$ cat src/rtl/const_mult_pkg.sv
// Shared widths, operand/result types and elaboration-time CSD recoding for the
// 2-bit signed constant multiplier.
package const_mult_pkg;

  localparam int BIT_WIDTH   = 2;
  localparam int COEFF_WIDTH = 8;
  localparam int OUT_WIDTH   = BIT_WIDTH + COEFF_WIDTH;

  typedef logic signed [BIT_WIDTH-1:0] operand_t;
  typedef logic signed [OUT_WIDTH-1:0] result_t;

  // Non-adjacent-form digit k of coeff: -1, 0 or +1. Peels digits from the LSB,
  // picking +/-1 on odd values so the remainder is divisible by 4.
  function automatic int csd_digit(input int coeff, input int k);
    int c;
    int d;
    c = coeff;
    d = 0;
    for (int i = 0; i <= k; i++) begin
      if ((c & 1) == 0) begin
        d = 0;
      end else if ((c & 3) == 1) begin
        d = 1;
      end else begin
        d = -1;
      end
      c = (c - d) >>> 1;
    end
    return d;
  endfunction

endpackage

$ cat src/rtl/csd_shift_add.sv
// Combinational shift-and-add network computing inp * COEFF from its CSD digits;
// zero latency, no flow control. Zero digits collapse to plain wires.
module csd_shift_add #(
  parameter int COEFF     = -73,
  parameter int OUT_WIDTH = const_mult_pkg::OUT_WIDTH
) (
  input  const_mult_pkg::operand_t     inp,
  output logic signed [OUT_WIDTH-1:0]  prod
);

  localparam int IN_W = $bits(const_mult_pkg::operand_t);

  logic signed [OUT_WIDTH-1:0] w_ext;
  logic signed [OUT_WIDTH-1:0] w_acc [0:OUT_WIDTH];

  assign w_ext    = {{(OUT_WIDTH-IN_W){inp[IN_W-1]}}, inp};
  assign w_acc[0] = '0;

  // Partial sums wrap modulo 2^OUT_WIDTH; the final sum always fits, so it is exact.
  for (genvar k = 0; k < OUT_WIDTH; k++) begin : g_digit
    localparam int D = const_mult_pkg::csd_digit(COEFF, k);
    if (D > 0) begin : g_pos
      assign w_acc[k+1] = w_acc[k] + (w_ext <<< k);
    end else if (D < 0) begin : g_neg
      assign w_acc[k+1] = w_acc[k] - (w_ext <<< k);
    end else begin : g_zero
      assign w_acc[k+1] = w_acc[k];
    end
  end

  assign prod = w_acc[OUT_WIDTH];

endmodule

$ cat src/rtl/const_mult_int2b.sv
// Registered signed constant multiplier, out = trunc(inp * COEFF); 1-cycle latency,
// throughput 1/cycle, no backpressure (in_valid only qualifies out_valid).
module const_mult_int2b
  import const_mult_pkg::*;
#(
  parameter int COEFF       = -73,
  parameter int APPROX_LSBS = 0
) (
  input  logic     clk,
  input  logic     rst,
  input  operand_t inp,
  input  logic     in_valid,
  output result_t  out,
  output logic     out_valid
);

  // Clears the approximated LSBs while keeping the sign bit intact.
  localparam result_t LSB_MASK = {OUT_WIDTH{1'b1}} << APPROX_LSBS;

  result_t w_prod;
  result_t w_trunc;
  result_t r_out;
  logic    r_out_valid;

  csd_shift_add #(
    .COEFF     (COEFF),
    .OUT_WIDTH (OUT_WIDTH)
  ) u_csd (
    .inp  (inp),
    .prod (w_prod)
  );

  assign w_trunc = w_prod & LSB_MASK;

  always_ff @(posedge clk) begin
    if (rst) begin
      r_out       <= '0;
      r_out_valid <= 1'b0;
    end else begin
      r_out       <= w_trunc;
      r_out_valid <= in_valid;
    end
  end

  assign out       = r_out;
  assign out_valid = r_out_valid;

endmodule

$ cat config.mk
export PLATFORM = sky130hd
export DESIGN_NAME = const_mult_int2b
export DESIGN_NICKNAME = d
export VERILOG_FILES = /design/src/rtl/const_mult_pkg.sv /design/src/rtl/csd_shift_add.sv /design/src/rtl/const_mult_int2b.sv
export SDC_FILE = /design/constraint.sdc
export NUM_CORES = 1
export LEC_CHECK = 0
export CAP_MARGIN = 20
export CORE_AREA = 5 5 42 44
export DETAILED_ROUTE_END_ITERATION = 16
export DIE_AREA = 0 0 47 49
export GPL_TIMING_DRIVEN = 0
export PLACE_DENSITY_LB_ADDON = 0.12
export REMOVE_ABC_BUFFERS = 1
export SETUP_SLACK_MARGIN = 0.02
export SLEW_MARGIN = 40
export SYNTH_ARGS = -nofsm -noshare
export SYNTH_HDL_FRONTEND = slang
export SYNTH_SLANG_ARGS = --single-unit
$ cat constraint.sdc
create_clock -name clk -period 1.45 [get_ports clk]
set_input_delay 0.29 -clock clk [delete_from_list [all_inputs] [get_ports clk]]
set_output_delay 0.29 -clock clk [all_outputs]
set_load 0.02 [all_outputs]
==> reports/qor.yml, run 1 <==
numPortBuffers: 15
slew_violations: 0
cp_num_buf_inv: 1
fp.dieH_um: 49
hold_path.class: "in2reg"
setup_slack_ns: 0.239
p_leak_nw: 0.183
place.gp.congestion: 0.628
ios: 16
clkSlewWorstSetupHoldPaths_ns: 0.04
ys_types: 6
area_delta_synth_final_pct: 67.9
antenna_cells: 0
cts.sinks: 5
start_util: 0.145
layout-drive-gt1-share: 0.0938
final_util: 0.243
cts_tree: "built"
timing.critical_path.max_delay_family: "flip-flops"
slowest_delay_ns: 0.34
power_frac_clock: 0.431
pre_cts_ws_ns: 0.191
fin_setup_tns_ns: 0
antenna_found_initial: 0
die_w_um: 47
worstSetupPathType: "reg2out"
vias: 151
grt_usage: 0.0465
ys_top_cells_by_area: "dfxtp_1 49%, buf_4 22%, ha_1 12%"
worst_pin_slew_ns: 0.222
synthCells: 19
post_cts_buffers: 0
dpl.cell_count: 44
clk_path_buf_depth: 2
htree_levels: 1
drt_wl_total_um: 386
cap_violations: 0
avgSynthCellArea_um2: 10.7
critPathRequiredTime_ns: 1.16
first_pass_iters: 1
grt_setup_unrepaired: "no"
synthDominantCellAreaShare: 0.494
crit_path_cell_trace: "dlygate4sd2_1"
final_nets: 40
grt_overflow: 0
vias_per_cell: 3.15
crit_fanout: 4
drtIter0Drc: 0
yosys_register_bits: 5
grt_max_degree: 6
max_freq_mhz: 826
slowest_stage: "dfxtp_1"
ant_nets: 0
arrival_ns: 0.92
period_needed_ns: 1.21
core_um2: 1400
status: "complete, no violations"
grt_pass1_vias: 151
internal-power_mw: 0.278
syn_area_um2: 203
numCtsBuffers: 3
grt_pass1_wl_um: 662
power_frac_comb: 0.168
synth_top_cell_by_area: "dfxtp_1"
final_cell_count_no_fill: 48
sequentialPowerShare: 0.401
power_density_nw_per_um2: 1090
switchingPower_mw: 0.0919
endpoint: "out[9]"
cp-end-kind: "output port"
worstSetupStartpoint: "out[8]$_SDFF_PP0_"
fp-row-count: 14
crit_cells: 1
die_area_um2: 2300
peakVddDrop_uv: 321
synth-seq-area-share: 0.494
final_common_cell: "dlygate4sd2_1"
routedWlPerCell_um: 8.04
setup_violations: 0
hold_viol: 0
p_sw_frac: 0.249
clockRootBuffer: "clkbuf_4"
final_cell_mix: "11 x dlygate4sd2_1, 5 x dfxtp_1, 4 x nor2b_1, 4 x clkdlybuf4s50_1, 3 x clkbuf_4"
yosysWarnings: 0
holdWs_ns: 0.614
startpoint_type: "register"
drc_errors: 0
fin_crit_sh: 0.835
cts_hold_buffers: 0
slew-limit-headroom: 0.853
## sequential cells by signal, summed over array words and instances (netlist names)
signal / flops
out_valid: 1
out: 4
## layout make-up
class	instances	area, um^2
Multi-Input combinational cell	7	53.8
Sequential cell	5	100
Clock buffer	4	26.3
Inverter	1	3.75
Fill cell	171	1060
Timing Repair Buffer	15	136
Tap cell	16	20.0
## stage by stage
| step | power, mW | cell area (um^2) |
|---|---|---|
| after floorplan | 0.179 | 158 |
| after global placement | 0.225 | 328 |
| after detailed placement | 0.226 | 328 |
| after CTS | 0.381 | 340 |
| after global routing | 0.398 | 340 |
| final | 0.370 | 340 |
## cell usage after synthesis
library cell,instances
nor2b_1,4
nor2_1,1
buf_4,6
inv_1,1
dfxtp_1,5
ha_1,2
## routing by layer
layer  part of all wire  global-route usage  vias up
li1                   -                   -       78
met1               0.39              0.0396       63
met2               0.46              0.0543       10
met3               0.15              0.0221        0
met4                  0              0.0829        0
met5                  0                   0        -
## repair_timing
item / 4_1_cts / 5_1_grt
endpoints found under the hold margin: 0 / 0
setup endpoints to repair: 11 / 0
gates resized for setup: 11 / 0
## worst min-delay path by stage
stage	from	end	slack, ns	cells after the start
finish	in_valid	out_valid$_SDFF_PP0_	0.61	2
floorplan	rst	out[0]$_SDFF_PP0_	0.36	1
CTS	in_valid	out_valid$_SDFF_PP0_	0.61	2
global route	in_valid	out_valid$_SDFF_PP0_	0.63	2
detailed placement	in_valid	out_valid$_SDFF_PP0_	0.86	2
global placement	in_valid	out_valid$_SDFF_PP0_	0.85	2
## power by group through the flow
stage | Combinational, mW | Clock (mW) | Sequential (mW)
2_1_floorplan | 0.00657 | 0 | 0.173
3_3_place_gp | 0.0739 | 0 | 0.151
3_5_place_dp | 0.0743 | 0 | 0.152
4_1_cts | 0.0631 | 0.170 | 0.148
5_1_grt | 0.0677 | 0.181 | 0.149
6_report | 0.0620 | 0.160 | 0.148
## logic make-up after synthesis
group | synth area share
adders and majority gates | 0.123
DFF | 0.494
buffers and inverters | 0.241
and+or+nand+nor | 0.142
Note: power is estimated with default switching activity, not from simulation.
==> run 2, diff against run 1 <==
- clock period: 1.45 -> 1.3 ns (I/O delays scaled with it)
==> results of run 2 <==
Same layout as run 1 (identical final DEF). Status: complete, no violations.
Main changes from that run: setup slack after placement 0.191 ns -> 0.0705 ns; setup slack after layout 0.239 ns -> 0.119 ns; hold slack 0.614 ns -> 0.584 ns; total power 0.370 mW -> 0.413 mW; worst IR drop on VDD 321 uV -> 358 uV
